File: src/rtl/fetchq_pkg.sv
// Shared types for the instruction prefetch queue: word width and the
// queue entry that pairs an instruction word with the PC it was fetched from.
package fetchq_pkg;

  localparam int WORD_W = 16;

  typedef struct packed {
    logic [WORD_W-1:0] instr;
    logic [WORD_W-1:0] pc;
  } fq_entry_t;

endpackage

File: src/rtl/fetchq_fifo.sv
// Circular buffer of fetched entries. The pointers carry an extra wrap bit,
// so full and empty are distinguished without a separate occupancy register.
module fetchq_fifo
  import fetchq_pkg::*;
#(
  parameter int DEPTH = 4,
  localparam int AW = $clog2(DEPTH)
) (
  input  logic      clk,
  input  logic      rst_n,
  input  logic      push,
  input  fq_entry_t wdata,
  input  logic      pop,
  input  logic      flush,
  output fq_entry_t rdata,
  output logic [AW:0] count,
  output logic      empty
);

  localparam logic [AW:0] PTR_ONE = 1;

  fq_entry_t   mem [DEPTH];
  logic [AW:0] wr_ptr;
  logic [AW:0] rd_ptr;
  logic        full;
  logic        do_push;
  logic        do_pop;

  assign empty   = (wr_ptr == rd_ptr);
  assign full    = (wr_ptr[AW] != rd_ptr[AW]) && (wr_ptr[AW-1:0] == rd_ptr[AW-1:0]);
  assign count   = wr_ptr - rd_ptr;
  assign do_push = push && !full;
  assign do_pop  = pop && !empty;
  assign rdata   = mem[rd_ptr[AW-1:0]];

  // Storage is cleared on reset so the head outputs read as zero until filled.
  always_ff @(posedge clk or negedge rst_n) begin
    if (!rst_n) begin
      wr_ptr <= '0;
      rd_ptr <= '0;
      for (int i = 0; i < DEPTH; i++) mem[i] <= '0;
    end else if (flush) begin
      wr_ptr <= '0;
      rd_ptr <= '0;
    end else begin
      if (do_push) begin
        mem[wr_ptr[AW-1:0]] <= wdata;
        wr_ptr              <= wr_ptr + PTR_ONE;
      end
      if (do_pop) rd_ptr <= rd_ptr + PTR_ONE;
    end
  end

endmodule

File: src/rtl/fetch_queue.sv
// Instruction prefetch buffer: sequential fetch, one-cycle response capture,
// redirect flush. FETCHQ_BYPASS_EN enables the empty-queue response bypass.
module fetch_queue
  import fetchq_pkg::*;
#(
  parameter int          DEPTH    = 4,
  parameter logic [15:0] RESET_PC = 16'h0000,
  localparam int         CW       = $clog2(DEPTH) + 1
) (
  input  logic              clk,
  input  logic              reset,
  output logic [WORD_W-1:0] imem_addr,
  output logic              fetch_req,
  input  logic [WORD_W-1:0] imem_data,
  input  logic              redirect_valid,
  input  logic [WORD_W-1:0] redirect_pc,
  output logic              instr_valid,
  output logic [WORD_W-1:0] instr,
  output logic [WORD_W-1:0] instr_pc,
  input  logic              deq_ready,
  output logic [CW-1:0]     count
);

  logic [WORD_W-1:0] fetch_pc;
  logic              inflight;
  fq_entry_t         resp;
  fq_entry_t         head;
  logic              q_empty;
  logic              push;
  logic              pop;
  logic              bypass;

  // A response in flight always belongs to the address just before fetch_pc.
  assign resp = '{instr: imem_data, pc: fetch_pc - 16'd1};

  assign imem_addr = fetch_pc;
  assign fetch_req = reset && !redirect_valid && ((int'(count) + int'(inflight)) < DEPTH);

`ifdef FETCHQ_BYPASS_EN
  assign bypass = q_empty && inflight && !redirect_valid;
`else
  assign bypass = 1'b0;
`endif

  assign instr_valid = !redirect_valid && (!q_empty || bypass);
  assign instr       = bypass ? resp.instr : head.instr;
  assign instr_pc    = bypass ? resp.pc    : head.pc;
  assign push        = inflight && !redirect_valid && !(bypass && deq_ready);
  assign pop         = instr_valid && deq_ready && !bypass;

  always_ff @(posedge clk or negedge reset) begin
    if (!reset) begin
      fetch_pc <= RESET_PC;
      inflight <= 1'b0;
    end else if (redirect_valid) begin
      fetch_pc <= redirect_pc;
      inflight <= 1'b0;
    end else begin
      inflight <= fetch_req;
      if (fetch_req) fetch_pc <= fetch_pc + 16'd1;
    end
  end

  fetchq_fifo #(.DEPTH(DEPTH)) u_fifo (
    .clk   (clk),
    .rst_n (reset),
    .push  (push),
    .wdata (resp),
    .pop   (pop),
    .flush (redirect_valid),
    .rdata (head),
    .count (count),
    .empty (q_empty)
  );

endmodule
File: config.mk
export PLATFORM = sky130hd
export DESIGN_NAME = fetch_queue
export DESIGN_NICKNAME = d
export VERILOG_FILES = /design/src/rtl/fetchq_pkg.sv /design/src/rtl/fetchq_fifo.sv /design/src/rtl/fetch_queue.sv
export SDC_FILE = /design/constraint.sdc
export NUM_CORES = 1
export LEC_CHECK = 0
export BUFFER_PORTS_ARGS = -buffer_cell sky130_fd_sc_hd__buf_2
export CORE_ASPECT_RATIO = 2
export CORE_MARGIN = 1.5
export CORE_UTILIZATION = 60
export CTS_BUF_LIST = sky130_fd_sc_hd__clkbuf_2
export DETAILED_ROUTE_END_ITERATION = 16
export PLACE_DENSITY = 0.83
export SETUP_SLACK_MARGIN = 0.2
export SYNTH_ARGS = -nofsm -noshare
export SYNTH_HDL_FRONTEND = slang
export SYNTH_SLANG_ARGS = --single-unit
export TNS_END_PERCENT = 10
File: constraint.sdc
create_clock -name clk -period 3 [get_ports clk]
set_input_delay 0.15 -clock clk [delete_from_list [all_inputs] [get_ports clk]]
set_output_delay 0.15 -clock clk [all_outputs]
set_load 0.1 [all_outputs]
==> impl_metrics.csv, run 1 <==
group,metric,value,unit
die,start_util,61.15,%
drt,drt_wl_total,19750,µm
pwr,ir_drop,0.7543,mV
drt,first_iter_violations,698,
logic_synthesis,synthCells,725,
logic_synthesis,synth_commonest_cells,"nand2_1, dfrtp_1, o21ai_0",
setup_path,slowest_delay,0.57,ns
grt,met2_usage,55.58,%
clock_tree,h-tree-depth,4,
drt,drt.antenna.violating_nets,0,
pwr,power-per-cell-area,953.1,nW/µm²
sta,max_freq,0.3548,GHz
placed_design,pre_cts_ws,0.3103,ns
cells_and_area,finalNonFillerCells,1011,
setup_path,startpoint_type,"flop",
grt,gr-usage-met3,6.261,%
sta,hold_violations,0,
setup_path,crit_chain,"inv_2 -> ha_4 -> fa_1 -> xnor3_2 -> inv_2 -> nor3_1 -> xnor2_1 -> o21ai_0 -> dlygate4sd3_1",
setup_path,cp_max_fo,5,
setup_path,worst_path_max_delay_cell,"dlygate4sd3_1",
logic_synthesis,netlist.area_leader.share,52.81,%
logic_synthesis,ys_seq_area_share,52.81,%
clock_tree,clk_latency,0.71,ns
drt,drc,0,
pwr,p_leak,0.004149,µW
logic_synthesis,synth.most_common_cell,"nand2_1",
sta,rsz0062_at_grt,"true",
sta,worst_pin_slew,0.9888,ns
logic_synthesis,synth_cell_type_count,43,
drt,wl_per_cell,19.53,µm
sta,skew,0.03116,ns
drt,dr.pass1.iters,6,
logic_synthesis,yosysTopAreaCell,"dfrtp_1",
grt,grt_start_max_net_pins,138,
placed_design,port_buffers,88,
setup_path,critical_path_class,"reg2reg",
setup_path,critical_path_required,3.60,ns
grt,grt_use_met1,40.51,%
setup_path,cp_common_cell,"inv_2",
clock_tree,cts_buffer_depth,2,
logic_synthesis,yosys_warnings,0,
grt,grt_pass1_wl,31780,µm
grt,overflow,0,
logic_synthesis,synth_top_flop_cell,"dfrtp_1",
die,ioPinCount,89,
logic_synthesis,ys_ff_latch,151,
pwr,finalPower,8314,µW
clock_tree,cts-root-buf,"clkbuf_2",
setup_path,worstPathArrival,3.42,ns
die,die_h,157.4,µm
min_path,hold_path.class,"in2async",
drt,num_vias,6252,
cells_and_area,area_growth,21.91,%
die,rows,56,
grt,busiest_layer,"met2",
clock_tree,cts_tree,"done",
grt,antenna_found_initial,1,
placed_design,dp_cells,921,
sta,maxSlewViolCount,0,
logic_synthesis,synthArstFlopShare,100.0,%
setup_path,cp-end-kind,"flop",
grt,grt.total_usage,33.25,%
setup_path,crit_family,"buffers and inverters",
logic_synthesis,synth_edf_count,0,
placed_design,gp_congestion,0.9035,
logic_synthesis,synth_nets,771,
logic_synthesis,synth.avg_cell_area,9.870,µm²
clock_tree,clkTransAtPathRegs,0.23,ns
grt,grt_pass1_vias,6477,
sta,setup_viol,0,
cells_and_area,layout.nets,899,
setup_path,crit_buf_inv,3,
run,max_cap_violations,0,
logic_synthesis,synth_area_leaders,"dfrtp_1, nand2_1, mux4_2, o21ai_0, clkbuf_1",
clock_tree,clkSinkCount,151,
sta,fin_crit_sh,93.96,%
cells_and_area,drive_gt1_share,21.85,%
placed_design,dpl.hpwl,11920,µm
die,fp.coreArea,11700,µm²
die,die_w,80.22,µm
die,dieArea,12630,µm²
sta,slew_headroom,34.08,%
sta,worst_hold_slack,0.1445,ns
sta,layout_setup_ws,0.1812,ns
drt,vias_per_cell,6.184,
sta,period_needed,2.819,ns
sta,totalNegativeSetupSlack,0,ns
status,outcome,"finished clean",
logic_synthesis,synthesis.area,7156,µm²
clock_tree,cts_buffers,17,
## state kept, by name, summed over array words and instances (netlist names)
name / cells
inflight: 1
u_fifo.mem: 128
imem_addr: 16
u_fifo.rd_ptr: 3
u_fifo.wr_ptr: 3
## cells by family (layout without fill, tap and decap cells)
kind of cell,count (synthesis),in the layout,synth area share (%)
other cells,0,1,0
mux,37,37,10.79
xor+xnor,19,19,2.535
fa+ha+maj,10,10,1.854
flops,151,151,52.81
simple gates,346,346,20.18
compound gates,104,104,8.655
buf+inv,58,198,3.182
## layout by cell type, fill, tap and decap left out, drive strengths merged, types with 2 or more instances in the layout
| master | synthesis | routed |
|---|---|---|
| nor3 | 2 | 2 |
| dlygate4sd3 | 0 | 48 |
| or4 | 11 | 11 |
| o31ai | 9 | 9 |
| mux2i | 4 | 4 |
| nand4 | 4 | 4 |
| clkbuf | 38 | 18 |
| o21ai | 62 | 62 |
| bufinv | 0 | 4 |
| clkinv | 0 | 5 |
| xor2 | 8 | 8 |
| and3 | 2 | 2 |
| a31oi | 22 | 22 |
| nor4 | 4 | 4 |
| and2 | 2 | 2 |
| nand3b | 2 | 2 |
| dfrtp | 151 | 151 |
| mux4 | 32 | 32 |
| nor2 | 32 | 32 |
| xnor2 | 10 | 10 |
| buf | 10 | 109 |
| and4 | 3 | 3 |
| nor3b | 2 | 2 |
| o211ai | 2 | 2 |
| o2111a | 4 | 4 |
| o2111ai | 4 | 4 |
| ha | 9 | 9 |
| inv | 10 | 14 |
| nand2 | 265 | 265 |
| nand3 | 11 | 11 |
## where the power goes
group | internal, µW | switching, µW
Clock | 562 | 772
Combinational | 975 | 3060
Sequential | 2570 | 368
Total | 4110 | 4200
## timing repair
action                                  4_1_cts  5_1_grt
setup buffers                                 2        8
endpoints found under the hold margin       238        1
pin swaps                                     2        3
hold buffers                                 48        1
gates resized for setup                       8        9
endpoints found under the setup margin       34       11
## path summary, 6_finish.rpt
| kind | start | end | slack (ns) | cells past startpoint |
|---|---|---|---|---|
| max | u_fifo.wr_ptr[0] | imem_addr[2] | 0.18 | 9 |
| min | reset | u_fifo.mem[73] | 0.14 | 3 |
| max reg2reg | u_fifo.wr_ptr[0] | imem_addr[2] | 0.18 | 9 |
| min reg2reg | u_fifo.mem[24] | u_fifo.mem[24] | 0.50 | 2 |
| max in group asynchronous | reset | u_fifo.rd_ptr[0] | 1.85 | 3 |
| min in group clk | imem_data[2] | u_fifo.mem[114] | 0.19 | 4 |
## per-layer routing
metal / vias to the layer above / routed length, µm
met5: - / 0
met4: 0 / 879
met3: 84 / 1284
met2: 340 / 10430
met1: 3101 / 7154
li1: 2727 / -
## worst min-delay path: stages
cell and delay (ns):
dlygate4sd3_1 0.54, buf_6 0.16, buf_12 0.50
## area by class of cell
class | instances | area (µm²)
clock buffer | 18 | 90.09
multi-input combinational | 516 | 3266
clock inverter | 13 | 193.9
inverter | 10 | 37.54
antenna | 1 | 2.502
fill | 742 | 2978
timing repair buffer | 157 | 1172
sequential | 151 | 3780
tap | 145 | 181.4
## per-stage QoR
stage | instance area [µm²] | util (%)
3_3_place_gp | 7816 | 66.80
5_1_grt | 8723 | 74.55
4_1_cts | 8623 | 73.70
3_5_place_dp | 7816 | 66.80
2_1_floorplan | 7162 | -
6_report | 8723 | 74.55
Note: power is estimated with default switching activity, not from simulation.
==> run 2, diff against run 1 <==
--- a/config.mk
+++ b/config.mk
@@ -7,11 +7,11 @@
 export LEC_CHECK = 0
 export BUFFER_PORTS_ARGS = -buffer_cell sky130_fd_sc_hd__buf_2
 export CORE_ASPECT_RATIO = 2
-export CORE_MARGIN = 1.5
-export CORE_UTILIZATION = 60
+export CORE_MARGIN = 5
+export CORE_UTILIZATION = 36
 export CTS_BUF_LIST = sky130_fd_sc_hd__clkbuf_2
 export DETAILED_ROUTE_END_ITERATION = 16
-export PLACE_DENSITY = 0.83
+export PLACE_DENSITY = 0.55
 export SETUP_SLACK_MARGIN = 0.2
 export SYNTH_ARGS = -nofsm -noshare
 export SYNTH_HDL_FRONTEND = slang
==> impl_metrics.csv, run 2 (same netlist as run 1, synthesis figures left out) <==
group,metric,value,unit
status,outcome,"finished clean",
min_path,hold_path.class,"in2reg",
clock_tree,h-tree-depth,4,
die,ioPinCount,89,
clock_tree,clk_latency,0.73,ns
min_path,hold_start,"imem_data[9]",
setup_path,endpoint,"fetch_req",
grt,antenna_found_initial,1,
setup_path,reg2reg_to,"imem_addr[4]",
placed_design,dp_cells,1051,
sta,skew,0.03282,ns
pwr,ir_drop,0.6530,mV
pwr,clkPwrFrac,15.8,%
die,die_h,209.4,µm
clock_tree,clkSinkCount,151,
grt,grt_pass1_vias,6043,
sta,period_needed,2.727,ns
grt,grt_start_max_net_pins,58,
die,fp.coreArea,19730,µm²
pwr,p_switching,4119,µW
pwr,p_sw_share,50.09,%
cells_and_area,finalNonFillerCells,1137,
drt,drc,0,
grt,overflow,0,
setup_path,reg2reg_slack,0.29,ns
pwr,pwr-share-comb,48.7,%
die,rows,73,
clock_tree,cts_buffer_depth,2,
sta,maxSlewViolCount,0,
sta,rsz0062_at_grt,"true",
die,die_w,109.7,µm
setup_path,r2r-start,"u_fifo.rd_ptr[0]",
sta,slew_headroom,52.06,%
setup_path,startpoint,"u_fifo.rd_ptr[0]",
placed_design,gp_congestion,0.7947,
clock_tree,clkTransAtPathRegs,0.22,ns
die,dieArea,22970,µm²
setup_path,critical_path_class,"reg2out",
drt,first_iter_violations,247,
clock_tree,cts_buffers,17,
sta,hold_violations,0,
clock_tree,cts_tree,"done",
sta,worst_pin_slew,0.7191,ns
cells_and_area,nFillCells,1963,
setup_path,critical_path_required,2.85,ns
cells_and_area,final_area,8905,µm²
cells_and_area,layout.nets,908,
cells_and_area,area_growth,24.44,%
sta,max_freq,0.3667,GHz
clock_tree,cts-root-buf,"clkbuf_2",
run,max_cap_violations,0,
cells_and_area,layout_common_cells,"nand2_1, dfrtp_1, buf_2",
setup_path,rr_worst_depth,8,
pwr,internal-power,4104,µW
sta,totalNegativeSetupSlack,0,ns
placed_design,place_area,8023,µm²
pwr,power-per-cell-area,923.5,nW/µm²
cells_and_area,final_common_cell,"nand2_1",
setup_path,cp-end-kind,"output port",
drt,drt_wl_total,20360,µm
cells_and_area,largest_reg_flops,128,
drt,num_vias,5726,
setup_path,worstPathArrival,2.58,ns
sta,setup_viol,0,
sta,fin_crit_sh,90.90,%
drt,vias_per_cell,5.036,
placed_design,dpl.hpwl,13380,µm
setup_path,cp_max_fo,4,
drt,dr.pass1.iters,4,
pwr,p_leak,0.004170,µW
drt,drt.antenna.violating_nets,0,
placed_design,port_buffers,88,
setup_path,startpoint_type,"flop",
grt,grt_pass1_wl,32600,µm
cells_and_area,regMostFlops,"u_fifo.mem",
die,start_util,36.27,%
drt,wl_per_cell,17.91,µm
cells_and_area,drive_gt1_share,22.43,%
grt,grt.total_usage,18.79,%
pwr,seqPwrFrac,35.5,%
-- run 2: cell types whose count changed in the layout (fill, tap and decap cells not counted), moves of 2 or more --
cell,delta
clkinv_4,-2
buf_12,-3
inv_6,-2
buf_4,+9
-- run 2: through the flow --
stage          utilization, %  setup slack (ns)  hold WS (ns)  total power, µW
6_report                45.14            0.2730        0.1816             8223
5_1_grt                 45.14            0.1432        0.1317             8663
4_1_cts                 44.82           0.09083        0.1068             8298
3_5_place_dp            40.66            0.3818        0.1186             6890
3_3_place_gp            40.66            0.4178        0.1156             6847
2_1_floorplan               -            0.1330       -0.1456             6185
-- run 2: power by group through the flow --
stage / clock network, µW / logic, µW / registers, µW
finish: 1300 / 4010 / 2920
floorplan: 0 / 3180 / 3010
global placement: 0 / 3900 / 2940
global route: 1440 / 4240 / 2990
CTS: 1360 / 4020 / 2920
detailed placement: 0 / 3930 / 2960
-- run 2: how the worst min path moves through the flow --
stage,slack (ns),to,cells after the start
5_1_grt,0.13,u_fifo.mem[56],4
2_1_floorplan,-0.15,imem_addr[0],0
4_1_cts,0.11,u_fifo.mem[88],4
3_3_place_gp,0.12,u_fifo.rd_ptr[2],1
3_5_place_dp,0.12,u_fifo.rd_ptr[2],1
6_report,0.18,u_fifo.mem[25],4
-- run 2: area by class of cell --
class                           count  area [µm²]  share of cell area, %
Sequential cell                   151        3781                  42.46
Multi-Input combinational cell    516        3261                  36.62
Timing Repair Buffer              166        1225                  13.76
Tap cell                          262       327.8                  3.681
Clock inverter                     12       175.2                  1.967
Clock buffer                       19       95.09                  1.068
Inverter                           10       37.54                 0.4215
Antenna cell                        1       2.502                0.02810
-- run 2: worst max-delay path: stages, from the launching register on --
cell,delay (ns)
dfrtp_2,0.47
ha_4,0.16
fa_1,0.49
or3b_4,0.43
nand3_4,0.10
nor2_4,0.05
buf_12,0.17
-- run 2: timing repair --
action / 4_1_cts / 5_1_grt
pin swaps: 0 / 4
setup endpoints to repair: 34 / 26
gates resized for setup: 7 / 10
setup buffers: 1 / 3
endpoints found under the hold margin: 238 / 0
hold buffers: 50 / 0
-- run 2: per-layer routing --
layer  up-vias  part of all wire, %  GRT usage (%)  routed length (µm)
li1       2758                    -              -                   -
met1      2772                   38          21.43                7649
met2       164                   55          33.53               11280
met3        32                  4.3          3.786                 882
met4         0                  2.7          7.619                 552
met5         -                    0              0                   0
==> run 3, diff against run 2 <==
--- a/config.mk
+++ b/config.mk
@@ -6,8 +6,8 @@
 export NUM_CORES = 1
 export LEC_CHECK = 0
 export BUFFER_PORTS_ARGS = -buffer_cell sky130_fd_sc_hd__buf_2
+export CAP_MARGIN = 20
 export CORE_ASPECT_RATIO = 2
-export CORE_MARGIN = 5
 export CORE_UTILIZATION = 36
 export CTS_BUF_LIST = sky130_fd_sc_hd__clkbuf_2
 export DETAILED_ROUTE_END_ITERATION = 16
==> impl_metrics.csv, run 3 (same netlist as run 1, synthesis figures left out) <==
group,metric,value,unit
clock_tree,clkSinkCount,151,
pwr,p_sw_share,50.89,%
pwr,finalPower,8114,µW
grt,grt_pass1_wl,31830,µm
setup_path,crit_family,"adder cells",
setup_path,cp_max_fo,2,
cells_and_area,area_growth,24.76,%
cells_and_area,multi_input_area,3266,µm²
sta,maxSlewViolCount,0,
cells_and_area,drive_gt1_share,22.43,%
die,dieArea,20480,µm²
drt,drt_wl_total,19440,µm
cells_and_area,nFillCells,1915,
clock_tree,cts_tree,"done",
min_path,hold_depth,4,
clock_tree,cts_buffers,17,
clock_tree,cts_buffer_depth,2,
placed_design,gp_congestion,0.7614,
grt,overflow,0,
sta,rsz0062_at_grt,"true",
placed_design,dpl.hpwl,12570,µm
sta,period_needed,2.777,ns
drt,vias_per_cell,5.068,
clock_tree,clkTransAtPathRegs,0.21,ns
pwr,pwr-share-comb,49.7,%
status,outcome,"finished clean",
clock_tree,h-tree-depth,4,
grt,grt.total_usage,20.53,%
die,rows,72,
pwr,ir_drop,0.5440,mV
pwr,clkPwrFrac,14.3,%
pwr,power-per-cell-area,908.9,nW/µm²
min_path,hold_path.class,"in2reg",
run,max_cap_violations,0,
sta,slew_headroom,39.68,%
die,ioPinCount,89,
pwr,internal-power,3985,µW
setup_path,critical_path_class,"reg2out",
cells_and_area,seq_area,3780,µm²
sta,hold_violations,0,
drt,first_iter_violations,331,
setup_path,worstPathArrival,2.63,ns
clock_tree,cts-root-buf,"clkbuf_2",
setup_path,slowest_delay,0.50,ns
drt,wl_per_cell,17.14,µm
sta,fin_crit_sh,92.57,%
sta,skew,0.02746,ns
grt,grt_pass1_vias,6033,
setup_path,cp.depth,6,
pwr,seqPwrFrac,36.0,%
cells_and_area,layout.nets,907,
setup_path,crit_chain,"ha_4 -> fa_1 -> or3b_4 -> nand3_4 -> nor2_2 -> buf_12",
setup_path,rr_worst_depth,8,
drt,drt.antenna.violating_nets,0,
pwr,p_leak,0.004169,µW
placed_design,port_buffers,88,
clock_tree,clk_latency,0.73,ns
cells_and_area,largest_reg_flops,128,
pwr,p_switching,4129,µW
setup_path,cp-end-kind,"output port",
die,die_w,101.7,µm
sta,totalNegativeSetupSlack,0,ns
grt,grt_start_max_net_pins,71,
drt,dr.pass1.iters,4,
die,start_util,36.94,%
drt,num_vias,5747,
die,die_h,201.4,µm
sta,setup_viol,0,
drt,drc,0,
cells_and_area,final_common_cell,"nand2_1",
sta,worst_pin_slew,0.9048,ns
cells_and_area,regMostFlops,"u_fifo.mem",
setup_path,critical_path_required,2.85,ns
setup_path,startpoint_type,"flop",
sta,max_freq,0.3601,GHz
die,fp.coreArea,19370,µm²
setup_path,worst_path_max_delay_cell,"fa_1",
cells_and_area,layout_common_cells,"nand2_1, dfrtp_1, buf_2",
setup_path,crit_buf_inv,1,
grt,antenna_found_initial,1,
run 3: cell count changes in the layout (fill, tap and decap cells not counted), sizes merged:
cell	before	now
clkbuf	20	19
buf	116	115
inv	12	15
clkinv	5	6
bufinv	4	2
run 3: through the flow:
stage	utilization (%)	instance area (µm²)	worst slack (ns)	hold WS [ns]	std cells
floorplan	-	7162	0.1330	-0.1456	725
global placement	41.60	8056	0.3722	0.07503	1044
detailed placement	41.60	8056	0.3267	0.07223	1044
CTS	45.61	8835	0.07227	0.02187	1127
global route	46.09	8927	0.05757	0.05854	1134
finish	46.09	8927	0.2230	0.08911	1134
run 3: path summary, 6_finish.rpt:
path,from,slack (ns),end
worst max-delay path,u_fifo.rd_ptr[0],0.22,fetch_req
worst min-delay path,redirect_valid,0.09,u_fifo.rd_ptr[0]
worst max register to register,u_fifo.rd_ptr[0],0.24,imem_addr[4]
worst min register to register,u_fifo.mem[52],0.50,u_fifo.mem[52]
max in group asynchronous,reset,1.53,u_fifo.mem[117]
min in group asynchronous,reset,0.54,u_fifo.mem[87]
run 3: final cells by class:
type | instances | area share, %
Clock buffer | 18 | 1.009
Timing Repair Buffer | 165 | 14.37
Inverter | 10 | 0.4205
Tap cell | 259 | 3.630
Clock inverter | 14 | 1.626
Multi-Input combinational cell | 516 | 36.58
Antenna cell | 1 | 0.02803
Sequential cell | 151 | 42.34
run 3: what timing repair did:
action	CTS	global route
gates resized for setup	7	11
pin swaps	1	3
hold buffers	50	0
endpoints found under the hold margin	238	0
setup buffers	1	6
endpoints found under the setup margin	33	39
run 3: metal layers:
metal | up-vias | share of wire (%) | GRT usage [%]
met5 | - | 0 | 0
met2 | 134 | 53 | 35.79
met3 | 24 | 4.1 | 4.203
li1 | 2754 | - | -
met1 | 2835 | 41 | 24.45
met4 | 0 | 2.6 | 7.402
run 3: worst reg2reg max path: cells and delay by family, from the launching register on:
kind / cells / cell delay, ns
buf+inv: 2 / 0.65
fa+ha+maj: 2 / 0.59
xor+xnor: 2 / 0.48
compound gates: 1 / 0.08
simple gates: 1 / 0.38
flops: 1 / 0.49
run 3: power groups by stage:
| stage | Combinational (µW) | Sequential (µW) | Clock [µW] |
|---|---|---|---|
| 5_1_grt | 4270 | 2990 | 1300 |
| 6_report | 4030 | 2920 | 1160 |
| 4_1_cts | 4000 | 2920 | 1220 |
| 3_3_place_gp | 3900 | 2950 | 0 |
| 3_5_place_dp | 3920 | 2960 | 0 |
| 2_1_floorplan | 3180 | 3010 | 0 |
